**src/rtl/multiplier_pipe_nb.sv**
```systemverilog
// Three-stage pipelined WxW multiplier (unsigned or Baugh-Wooley signed) with
// valid/ready handshakes; carry-save reduction feeds a Kogge-Stone final adder.
module multiplier_pipe_nb #(
    parameter int W = 8
) (
    input  logic           clk,
    input  logic           rst,
    input  logic [W-1:0]   x,
    input  logic [W-1:0]   y,
    input  logic           sgn,
    input  logic           in_valid,
    output logic           in_ready,
    output logic [2*W-1:0] o,
    output logic           out_valid,
    input  logic           out_ready
);

    localparam int P  = 2 * W;
    localparam int H  = W / 2;
    localparam int LG = $clog2(P);

    // One shifted partial-product row; in signed mode the cross terms that touch
    // exactly one operand MSB are inverted.
    function automatic logic [P-1:0] pp_row(input logic [W-1:0] xv, input logic yb,
                                            input int i, input logic s);
        logic [P-1:0] r;
        logic         t;
        r = {P{1'b0}};
        for (int j = 0; j < W; j++) begin
            t = xv[j] & yb;
            if (s && ((i == W - 1) != (j == W - 1))) begin
                t = ~t;
            end else begin
                t = t;
            end
            r[i+j] = t;
        end
        return r;
    endfunction

    function automatic logic [P-1:0] bw_const();
        logic [P-1:0] c;
        c      = {P{1'b0}};
        c[W]   = 1'b1;
        c[P-1] = 1'b1;
        return c;
    endfunction

    // Row-wise 3:2 compressor; returns {carry, sum}.
    function automatic logic [2*P-1:0] csa(input logic [P-1:0] a, input logic [P-1:0] b,
                                           input logic [P-1:0] c);
        logic [P-1:0] maj;
        maj = (a & b) | (a & c) | (b & c);
        return {maj[P-2:0], 1'b0, a ^ b ^ c};
    endfunction

    function automatic logic [P-1:0] ks_add(input logic [P-1:0] a, input logic [P-1:0] b);
        logic [P-1:0] g, p, p0, gp, ppv;
        g  = a & b;
        p  = a ^ b;
        p0 = p;
        for (int k = 0; k < LG; k++) begin
            gp  = g;
            ppv = p;
            g   = gp | (ppv & (gp << (1 << k)));
            p   = ppv & (ppv << (1 << k));
        end
        return p0 ^ {g[P-2:0], 1'b0};
    endfunction

    logic         v1_q, v1_d, v2_q, v2_d, v3_q, v3_d;
    logic [W-1:0] x1_q, x1_d, y1_q, y1_d;
    logic         sg1_q, sg1_d;
    logic [P-1:0] s1_q, s1_d, c1_q, c1_d;
    logic [P-1:0] a2_q, a2_d, b2_q, b2_d;
    logic [P-1:0] o_q, o_d;
    logic         en;
    logic         accept;

    assign en        = !v3_q | out_ready;
    assign in_ready  = en & !rst;
    assign accept    = in_valid & in_ready;
    assign out_valid = v3_q;
    assign o         = o_q;

    // Valid bits advance together, or all hold during a stall.
    always_comb begin
        v1_d = v1_q;
        v2_d = v2_q;
        v3_d = v3_q;
        if (en) begin
            v1_d = accept;
            v2_d = v1_q;
            v3_d = v2_q;
        end else begin
            v1_d = v1_q;
            v2_d = v2_q;
            v3_d = v3_q;
        end
    end

    // Stage 1: lower half of the partial-product rows folded into two rows.
    always_comb begin : stage1
        logic [P-1:0]   acc_s, acc_c;
        logic [2*P-1:0] cs;
        acc_s = sgn ? bw_const() : {P{1'b0}};
        acc_c = {P{1'b0}};
        cs    = {2*P{1'b0}};
        for (int i = 0; i < H; i++) begin
            cs    = csa(acc_s, acc_c, pp_row(x, y[i], i, sgn));
            acc_s = cs[P-1:0];
            acc_c = cs[2*P-1:P];
        end
        if (accept) begin
            s1_d  = acc_s;
            c1_d  = acc_c;
            x1_d  = x;
            y1_d  = y;
            sg1_d = sgn;
        end else begin
            s1_d  = s1_q;
            c1_d  = c1_q;
            x1_d  = x1_q;
            y1_d  = y1_q;
            sg1_d = sg1_q;
        end
    end

    // Stage 2: remaining rows compressed into the final sum/carry pair.
    always_comb begin : stage2
        logic [P-1:0]   acc_s, acc_c;
        logic [2*P-1:0] cs;
        acc_s = s1_q;
        acc_c = c1_q;
        cs    = {2*P{1'b0}};
        for (int i = H; i < W; i++) begin
            cs    = csa(acc_s, acc_c, pp_row(x1_q, y1_q[i], i, sg1_q));
            acc_s = cs[P-1:0];
            acc_c = cs[2*P-1:P];
        end
        if (en && v1_q) begin
            a2_d = acc_s;
            b2_d = acc_c;
        end else begin
            a2_d = a2_q;
            b2_d = b2_q;
        end
    end

    // Stage 3: carry-propagate add; o keeps its last product across bubbles.
    always_comb begin
        if (en && v2_q) begin
            o_d = ks_add(a2_q, b2_q);
        end else begin
            o_d = o_q;
        end
    end

    // Pipeline registers with synchronous reset.
    always_ff @(posedge clk) begin
        if (rst) begin
            v1_q  <= 1'b0;
            v2_q  <= 1'b0;
            v3_q  <= 1'b0;
            x1_q  <= {W{1'b0}};
            y1_q  <= {W{1'b0}};
            sg1_q <= 1'b0;
            s1_q  <= {P{1'b0}};
            c1_q  <= {P{1'b0}};
            a2_q  <= {P{1'b0}};
            b2_q  <= {P{1'b0}};
            o_q   <= {P{1'b0}};
        end else begin
            v1_q  <= v1_d;
            v2_q  <= v2_d;
            v3_q  <= v3_d;
            x1_q  <= x1_d;
            y1_q  <= y1_d;
            sg1_q <= sg1_d;
            s1_q  <= s1_d;
            c1_q  <= c1_d;
            a2_q  <= a2_d;
            b2_q  <= b2_d;
            o_q   <= o_d;
        end
    end

endmodule

```
**config.mk**
```make
export PLATFORM = sky130hd
export DESIGN_NAME = multiplier_pipe_nb
export DESIGN_NICKNAME = d
export VERILOG_FILES = /design/src/rtl/multiplier_pipe_nb.sv
export SDC_FILE = /design/constraint.sdc
export NUM_CORES = 1
export LEC_CHECK = 0
export ABC_AREA = 1
export CORE_ASPECT_RATIO = 1.1
export CORE_MARGIN = 2
export CORE_UTILIZATION = 53
export DETAILED_ROUTE_END_ITERATION = 7
export PLACE_DENSITY_LB_ADDON = 0.2
export SLEW_MARGIN = 20
export SYNTH_ARGS = -nofsm -noshare
export SYNTH_HDL_FRONTEND = slang
export SYNTH_SLANG_ARGS = --single-unit
```
**constraint.sdc**
```tcl
create_clock -name clk -period 2.9 [get_ports clk]
set_clock_uncertainty 0.05 [all_clocks]
set_input_delay 0.58 -clock clk [delete_from_list [all_inputs] [get_ports clk]]
set_output_delay 0.58 -clock clk [all_outputs]
set_load 0.05 [all_outputs]
```
# --- Yosys cells after proc, flatten, opt, wreduce, memory -nomap -nowiden ---
# Index checks and enable logic that the tools add are counted.
totals:
  ff_bits: 98
  latchBits: 0
  ram_bits: 0
  romBits: 0
  input_bits: 21
  out_inout_bits: 18
  word_cells: 176
  mem_count: 0
op_classes:
  addsub: 0
  mul: 0
  div: 0
  order_cmp: 0
  eq_ne: 0
  n_shift: 0
  muxes: 15
  bitwise: 146
  reduce_logical: 4
op_table:
  columns: ["operator", "count"]
  rows:
  - ["15-bit OR", 18]
  - ["15-bit bitwise AND", 17]
  - ["16-bit XOR", 9]
  - ["1-bit bitwise AND", 66]
  - ["15-bit by 10-bit bitwise AND with 15-bit output", 2]
  - ["15-bit by 11-bit bitwise AND with 15-bit output", 2]
  - ["15-bit by 12-bit bitwise AND with 15-bit output", 2]
  - ["15-bit by 13-bit bitwise AND with 15-bit output", 2]
  - ["15-bit by 14-bit bitwise AND with 15-bit output", 2]
  - ["15-bit by 9-bit bitwise AND with 15-bit output", 2]
  - ["16-bit two-way mux", 1]
  - ["16-bit by 10-bit XOR with 16-bit output", 1]
  - ["16-bit by 11-bit XOR with 16-bit output", 1]
  - ["16-bit by 12-bit XOR with 16-bit output", 1]
  - ["16-bit by 13-bit XOR with 16-bit output", 1]
  - ["16-bit by 14-bit XOR with 16-bit output", 1]
  - ["16-bit by 15-bit XOR with 16-bit output", 1]
  - ["16-bit by 8-bit XOR with 16-bit output", 1]
  - ["16-bit by 9-bit XOR with 16-bit output", 1]
  - ["15-bit by 8-bit bitwise AND with 15-bit output", 1]
  - ["1-bit two-way mux", 14]
  - ["1-bit inverter", 14]
  - ["1-bit logical AND", 2]
  - ["1-bit logical NOT", 2]
  - ["1-bit OR", 1]

# --- Logic depth before layout (Yosys ltp) ---
# Gate-level depths: netlist (run 1).
depth:
  ltp_word: 15
  depth_mapped: 12
  mapped_depth_nobuf: 12

# --- Least setup slack after synthesis (run 1) ---
# No wires, ideal clock.
synth_timing:
  path_type: "register to register"
  startpoint: "reg y1_q[4]"
  endpoint: "reg a2_q[9]"
  setup_ns: 0.119
  arrival_time_ns: 2.668
  required_time_ns: 2.731
  slack_ns: 0.062
  stages_incl_launch_ff: 12
  n_path_buf: 1
  period_less_slack_ns: 2.838
  cell_sequence: "dfxtp_1 > clkbuf_1 > nand2_1 > inv_1 > fa_1 > inv_1 > fa_1 > fa_1 > inv_1 > fa_1 > o21ai_0 > a21oi_1"
synth_via:
  elab_chain_cells: 12
  elab_cells_between_ends: 25
  classes_between: "bitwise (25)"
synth_rtl:
  columns: ["element", "line_no", "text"]
  rows:
  - ["from (decl)", "72", "logic [W-1:0] x1_q, x1_d, y1_q, y1_d;"]
  - ["from (signal assigned)", "166", "y1_q <= {W{1'b0}};"]
  - ["from (signal assigned)", "178", "y1_q <= y1_d;"]
  - ["1-bit bitwise AND", "30", "t = xv[j] & yb;"]
  - ["15-bit by 12-bit bitwise AND with 15-bit output", "53", "maj = (a & b) | (a & c) | (b & c);"]
  - ["15-bit OR (2 in a row)", "53", null]
  - ["15-bit bitwise AND", "53", null]
  - ["15-bit OR (2 in a row)", "53", null]
  - ["15-bit bitwise AND", "53", null]
  - ["15-bit OR (2 in a row)", "53", null]
  - ["16-bit XOR (*)", "54", "return {maj[P-2:0], 1'b0, a ^ b ^ c};"]
  - ["16-bit by 15-bit XOR with 16-bit output (*)", "54", null]
  - ["net stage2.acc_s[9]", "131", "logic [P-1:0] acc_s, acc_c;"]
  - ["to (signal assigned)", "170", "a2_q <= {P{1'b0}};"]
  - ["to (decl)", "75", "logic [P-1:0] a2_q, a2_d, b2_q, b2_d;"]
# The timed path passes the listed nets; every way through them passes the cells marked *.
# A chain may end at the register's enable or synchronous reset.

# --- Final worst setup path (run 1) ---
layout_timing:
  startpoint: "reg y1_q[4]"
  endpoint: "reg a2_q[8]"
# Same word-level chain as after synthesis.

==> results of run 1 <==
path summary, 6_finish.rpt:
| kind | startpoint | to | slack [ps] |
|---|---|---|---|
| worst max register to register | y1_q[4] | a2_q[8] | 100 |
| worst min-delay path | v2_q | v2_q | 420 |
| worst max-delay path | y1_q[4] | a2_q[8] | 100 |
| worst min register to register | v2_q | v2_q | 420 |
sequential cells by signal (all words and copies together) (netlist names):
name	flops
a2_q	16
o	16
s1_q	11
b2_q	8
c1_q	8
x1_q	8
y1_q	4
out_valid	1
sg1_q	1
v1_q	1
v2_q	1
what timing repair did:
item / CTS / global route
endpoints found under the hold margin: 0 / 0
resized for setup: 1 / 11
setup endpoints to repair: 5 / 9
pin swaps: 0 / 3
cloned: 0 / 0
per-layer routing:
metal  vias up  global-route usage [%]  wire length (µm)
met1      1662                    22.7              3720
met2        45                    34.9              4170
met5         -                       0                 0
met3        13                    2.56               185
li1       1916                       -                 -
met4         0                    7.25               151
layout by cell type (no fill, tap or decap), types with 2 or more instances in the layout:
cell                              Yosys  final
sky130_fd_sc_hd__xor2_1              14     14
sky130_fd_sc_hd__inv_1              112    111
sky130_fd_sc_hd__nand3_1             37     37
sky130_fd_sc_hd__nand2_1            144    143
sky130_fd_sc_hd__clkbuf_8             0     10
sky130_fd_sc_hd__o21ai_0             39     32
sky130_fd_sc_hd__inv_2                3      4
sky130_fd_sc_hd__a21oi_1             19     19
sky130_fd_sc_hd__nand2_2              1      2
sky130_fd_sc_hd__nor2_4               2      2
sky130_fd_sc_hd__nor2_1              63     63
sky130_fd_sc_hd__clkinvlp_4           0      2
sky130_fd_sc_hd__ha_1                21     21
sky130_fd_sc_hd__xnor2_1              2      2
sky130_fd_sc_hd__clkdlybuf4s50_1      0     37
sky130_fd_sc_hd__o21ai_1              0      6
sky130_fd_sc_hd__dfxtp_1             75     74
sky130_fd_sc_hd__inv_6                0      2
sky130_fd_sc_hd__buf_12               0      2
sky130_fd_sc_hd__buf_4                1     18
sky130_fd_sc_hd__nand3b_1             3      3
sky130_fd_sc_hd__fa_1                43     43
tightest hold or removal path, cell delays in order (launching register included):
cell	delay [ps]
sky130_fd_sc_hd__dfxtp_1	320
sky130_fd_sc_hd__nand2_1	60
sky130_fd_sc_hd__a21oi_1	50
final cells by class:
| type | instances | area (µm²) |
|---|---|---|
| timing repair buffer | 57 | 546 |
| sequential | 75 | 1510 |
| inverter | 116 | 435 |
| fill | 812 | 3280 |
| clock buffer | 10 | 138 |
| tap | 114 | 143 |
| clock inverter | 6 | 71.3 |
| multi-input combinational | 395 | 2620 |
cells by family after synthesis:
kind of cell	Yosys count
buf+inv	146
xor+xnor	16
simple gates	256
fa+ha+maj	64
compound gates	59
flops	75
power groups by stage:
stage	combinational (mW)	clock (mW)	sequential, mW
final	0.596	0.836	1.17
after CTS	0.597	0.854	1.17
after floorplan	0.390	0	1.22
after global placement	0.574	0	1.19
after detailed placement	0.596	0	1.19
after global routing	0.696	0.897	1.18
stage by stage:
step | instances | power [mW]
5_1_grt | 773 | 2.77
6_report | 773 | 2.60
3_3_place_gp | 757 | 1.76
4_1_cts | 773 | 2.62
2_1_floorplan | 616 | 1.61
3_5_place_dp | 757 | 1.79
==> reports/summary.md, run 1 <==
The flow ran to the end, and the final reports show no timing, DRC or antenna violations. The synthesized netlist contains 27 unique library cells. STA classifies the critical path endpoint as a register. The ratio of cells with drive above 1 in the final layout is 7.44%.

Using the TritonRoute via totals, the vias-per-cell ratio works out to 4.70. During I/O placement, the number of pins put on the boundary was 39. The register share of total power is 44.9%, and the number of synthesized flops with an enable pin is 0. Total count of max-transition violations in the final report: 0.

Summed over all failing endpoints, the final setup total negative slack is 0 ps. The tools report the number of search-and-repair iterations in the first detailed-routing pass as 4. The tools report the type of origin of the critical path as a register. For this design the static power due to leakage is 2.83 nW. The dominant synthesized flop cell is sky130_fd_sc_hd__dfxtp_1. Among all stages on the critical path, the largest delay is contributed by sky130_fd_sc_hd__fa_1. Library cell occupying the most area in the post-synthesis netlist: sky130_fd_sc_hd__dfxtp_1. The run gives 5240 µm² as the placement-stage cell area. In this design, the critical path's most frequently occurring cell is sky130_fd_sc_hd__fa_1. In the routed design, unresolved DRC markers number 0. The width of the die was 93.8 µm; the CTS clock-pin slew for the worst setup and hold paths was 80 ps.

Once the clock tree was built, the setup fixing pass inserted 0 buffers. The tools report the internal cell power as 1.78 mW. The average cell area after synthesis is 7.64 µm², and the number of sinks driven by the clock tree is 75. Counting instances in the post-synthesis netlist gives the leading cell types as 144 x sky130_fd_sc_hd__nand2_1, 112 x sky130_fd_sc_hd__inv_1, 75 x sky130_fd_sc_hd__dfxtp_1. Walking the worst path, the cells encountered are nand2_1, inv_1, fa_1, inv_1, fa_1, fa_1, inv_1, fa_1, o21ai_2, nor2_1. The run gives 3 as the maximum level of the CTS H-tree. The core region is 8740 µm².

VDD sags by at most 194 µV. The number of max-capacitance violations reported came out at 0. The initial core utilization came out at 53.8%. In this run the cell area of the synthesized design comes to 4700 µm². In this run the remaining antenna-violating nets after routing total 0. The most numerous cell in the Yosys netlist is sky130_fd_sc_hd__nand2_1. The critical path runs through a total of 10 cells. After layout, the worst path uses 96.5% of the clock period. For this run, the post-layout net count is 739. TritonCTS built the clock tree.

Count of buffers from port buffering: 38. Entering global routing, the biggest net connects 62 pins. Classification of the worst-slack hold path: reg2reg. Dominant combinational cell family by area after synthesis: adder cells. Dividing the detail-routed wire length by the instance count gives 10.6 µm. The later pin in the worst-skew pair is clocked with a latency of 350 ps.

The area enclosed by the die boundary came out at 9650 µm². The final wirelength was 8230 µm. In this run switching power makes up 31.3% of total power. Y dimension of the die: 103 µm. Post-route cell area: 5460 µm². Setup repair after global routing could not meet its margin everywhere.

The congestion estimate from routability-driven global placement came to 0.805. The tools report the synthesized netlist net count as 701. The post-synthesis share of cell area spent on and, or, nand and nor gates works out to 22.4%. The HPWL after detailed placement is 6490 µm.

From synthesis to final layout, the design area changed by 16.1%. The total via count in the routed design was 3636. The instance count along the most critical hold path was 2; the time the worst path needs with I/O delays and setup was 2800 ps.

In this run the power density over the cells is 476 nW/µm². The synthesized design contains 75 register bits. The fraction of registers with async set/reset was 0%; the slack of the critical path was 100 ps. The measured slew at the worst slew-check pin is 497 ps. For this run, the slowest stage of the critical path takes 500 ps.

Yosys printed 0 warnings. In this run the core area contains 36 standard-cell rows. Data on the critical path arrives at its endpoint at 3000 ps.

Summed over all layers, the global routing overflow is 0. For the diode insertion count for antenna repair, the log shows 0. The XOR/XNOR share of the synthesized area was 2.98%; the number of design-rule violations left by the first detailed-router iteration was 76. The run gives 420 ps as the hold slack. In this run the power spent charging and discharging nets is 0.813 mW. Counting the buffers created by CTS gives 9. Root buffer selected by CTS: sky130_fd_sc_hd__clkbuf_8. Counting both buffers and inverters, the worst setup path holds a total of 3. The tools report the synthesized instance count as 616. The worst setup path is of the reg2reg kind. Worst-case setup slack after placement: -143 ps. The logs give 0 for the final-report hold violation count and 32.2% for the share of power burned in the clock network. Cells fill 62.5% of the core in the end. The post-synthesis share of cell area spent on full adders, half adders and majority gates came out at 23.9%. The path depth of the worst reg2reg path came out at 10.

Based on the critical path, the design can be clocked at up to 357 MHz. First-pass GRT wire length: 14900 µm. Ranked by total cell area, the synthesized netlist is headed by sky130_fd_sc_hd__dfxtp_1 32%, sky130_fd_sc_hd__fa_1 18%, sky130_fd_sc_hd__nand2_1 11%, sky130_fd_sc_hd__inv_1 8.9%, sky130_fd_sc_hd__ha_1 5.6%. The number of antenna violations at the first check in global routing is 0. The global-route usage over all layers was 19.0%. Required time of the critical path: 3100 ps.

The via count of the first global-routing pass is 3563, and the remaining max-slew budget at the tightest pin is 66.7%. The largest driver fanout on the critical path is 8, and the multiplexer fraction of the synthesized cell area is 0%. For the setup violation total in the final timing report, the log shows 0.

The post-synthesis sequential area ratio is 31.9%. The kind of cell with the highest combined delay along the critical path is adder cells. Maximum clock insertion buffer count: 2. The run gives 0 as the number of buffers inserted for hold repair after clock tree synthesis. Combinational cells account for 23.0% of the total power. The synthesized design devotes to its leading area cell type 31.9% of total area.

The share of the synthesized area in compound gates (AO/OA/AOI/OAI) is 6.33%.
Note: power is estimated with default switching activity, not from simulation.
==> run 2: changes to the inputs <==
CTS_CLUSTER_SIZE = 8   (was default)
==> results of run 2 <==
Final layout, timing and power as in run 1 (identical DEF).
==> run 3: changes to the inputs <==
SKIP_LAST_GASP = 1   (was default)
==> reports/summary.md, run 3 (synthesized netlist as in run 1, its figures left out) <==
The flow ran to the end, and the final reports show no timing, DRC or antenna violations. TritonCTS created 9 clock buffers. In this run the remaining antenna-violating nets after routing total 0. The classification of the worst-slack hold path was reg2reg. The y dimension of the die came out at 103 µm. For hold timing, the worst endpoint is v2_q. The area overhead of the layout relative to synthesis works out to 16.0%. Setup repair after global routing could not meet its margin everywhere. The run gives 3639 as the total via count in the routed design. The minimum setup slack among reg-to-reg paths came out at 90 ps. The commonest non-fill, non-tap cell in the layout is sky130_fd_sc_hd__nand2_1. The top cell types in the final layout, fill and taps aside, are 143 x sky130_fd_sc_hd__nand2_1, 111 x sky130_fd_sc_hd__inv_1, 74 x sky130_fd_sc_hd__dfxtp_1. In the final design database the tool counted 739 nets. The total area inside the core boundary comes to 8740 µm². For the maximum clock insertion buffer count, the log shows 2. Largest vdd supply drop: 193 µV. For this design, the sink count on the clock tree is 75. TritonCTS built the clock tree. For this run the aggregate overflow at the end of global routing stands at 0.

Wires add up to 8220 µm. Setup slack closes at 86.6 ps. The switching power came out at 0.810 mW. The worst setup path is captured at a register.

Setup violations remaining at the end of the flow were counted as 0. Once layout is complete, the utilization of the core stands at 62.5%. In this run, the clock network consumes 32.2% of the power. Counting instances, the worst hold path has a depth of 2.

STA classifies the critical path startpoint as a register. In this run the critical register-to-register path is launched from y1_q[4]. Summed over all failing endpoints, the final setup total negative slack is 0 ps.

Counting the fill cells in the layout gives 813. The internal portion of the total power is 1.78 mW. Placement-stage cell area: 5240 µm².

Entering global routing, the biggest net connects 62 pins. The residual DRC count is 0. In this run the critical register-to-register path is captured at a2_q[9]. For the number of max-capacitance violations reported, the log shows 0. The via count of the first global-routing pass came out at 3563.

The peak clock frequency supported by timing was 355 MHz; the required time of the critical path was 3130 ps. The half-perimeter wire length after placement was 6490 µm; the maximum level of the CTS H-tree was 3. The ratio of cells with drive above 1 in the final layout is 7.28%. For the pin with the worst max-slew slack, the measured transition is 497 ps. The share of total power consumed by net switching works out to 31.2%. The detail-routed net length per standard cell was 10.6 µm; the detailed-route vias per instance was 4.71. Before CTS, the worst setup slack after placement is -143 ps.

After the flow finishes, the layout carries non-filler instances totaling 773. Across all hold checks on the routed design, the worst slack comes to 420 ps. Data arrives at the worst endpoint at 3040 ps. In this run the worst path has a maximum fanout of 8.

Sequential cells burn 45.0% of the power. The setup path with the least slack is of type reg2reg. Before antenna repair, the detailed router went through 4 iterations. Number of antenna violations at the first check in global routing: 0.

Once placement completed, the tool counted placed cells totaling 757. The count of buffers from port buffering is 38, and the total power density per cell area is 475 nW/µm². At the end of routability-driven placement, the weighted congestion stood at 0.805.

Root buffer selected by CTS: sky130_fd_sc_hd__clkbuf_8. After floorplanning, the core was divided into 36 placement rows. In this run the tightest slew margin relative to its limit is 66.7%. The first-pass GRT wire length is 14900 µm.

Measured in cells, the most critical reg-to-reg path has a length of 10. Once the clock tree was built, the setup fixing pass inserted 0 buffers. In the global route stage, overall resource usage came out at 19.0%. Total power draw: 2.59 mW. The CTS clock-pin slew for the worst setup and hold paths is 90 ps, and the post-route cell area is 5460 µm².

The combinational share of power was 22.9%; the diode insertion count for antenna repair was 0. The run gives 350 ps as the clock latency of the later-clocked register in the worst-skew pair. Pin placement for this block handled 39 I/O pins. The initial core utilization came out at 53.8%. The tools report the number of buffers inserted for hold repair after clock tree synthesis as 0. Leakage dissipation: 2.83 nW. For this block, the initial DRC count from the detailed router was 82. The tools report the area enclosed by the die boundary as 9650 µm².

The tools report the startpoint of the most critical hold path as v2_q. The total count of max-transition violations in the final report was 0. Measured along the x axis, the die boundary spans 93.8 µm.

The final-report hold violation count came out at 0. Of the available clock period, the critical path in the final layout requires 97.0%. The routed design could run at a clock period as short as 2810 ps.
## run 3: worst max path at each step
stage	from	to	slack [ps]	depth (start not counted)
floorplan	y1_q[4]	a2_q[9]	60	11
global placement	y[0]	s1_q[7]	-60	11
detailed placement	y[0]	s1_q[7]	-140	11
CTS	y1_q[4]	a2_q[8]	60	10
global route	y1_q[4]	a2_q[8]	-40	10
finish	y1_q[4]	a2_q[9]	90	10
## run 3: power groups by stage
| stage | registers (mW) | clock network, mW | logic, mW |
|---|---|---|---|
| final | 1.17 | 0.834 | 0.593 |
| after global routing | 1.18 | 0.897 | 0.691 |
| after CTS | 1.17 | 0.854 | 0.597 |
| after detailed placement | 1.19 | 0 | 0.596 |
| after global placement | 1.19 | 0 | 0.574 |
| after floorplan | 1.22 | 0 | 0.390 |
## run 3: area by class of cell
type,instances,area (µm²),area share (%)
clock buffers,10,138,2.52
flip-flops and latches,75,1510,27.6
well taps,114,143,2.61
clock inverters,6,71.3,1.31
repair buffers,57,546,10.0
multi-input cells,395,2620,48.0
inverters,116,435,7.98
## run 3: critical path: stages (launching register included)
cell and delay, ps:
sky130_fd_sc_hd__dfxtp_4 380, sky130_fd_sc_hd__nand2_2 80, sky130_fd_sc_hd__inv_2 40, sky130_fd_sc_hd__fa_1 470
sky130_fd_sc_hd__inv_1 50, sky130_fd_sc_hd__fa_1 460, sky130_fd_sc_hd__fa_1 490, sky130_fd_sc_hd__inv_1 50
sky130_fd_sc_hd__fa_1 470, sky130_fd_sc_hd__o21ai_1 60, sky130_fd_sc_hd__a21oi_1 140
## run 3: routing by layer
layer,up-vias,track usage (%),share of wire [%]
met4,0,7.25,1.8
met2,43,34.9,51
met1,1666,22.7,45
met5,-,0,0
met3,13,2.56,2.2
li1,1917,-,-
## run 3: timing repair
item                                    in CTS  in global routing
resized for setup                            1                 10
endpoints found under the setup margin       5                  9
hold endpoints to repair                     0                  0
pin swaps                                    0                  3
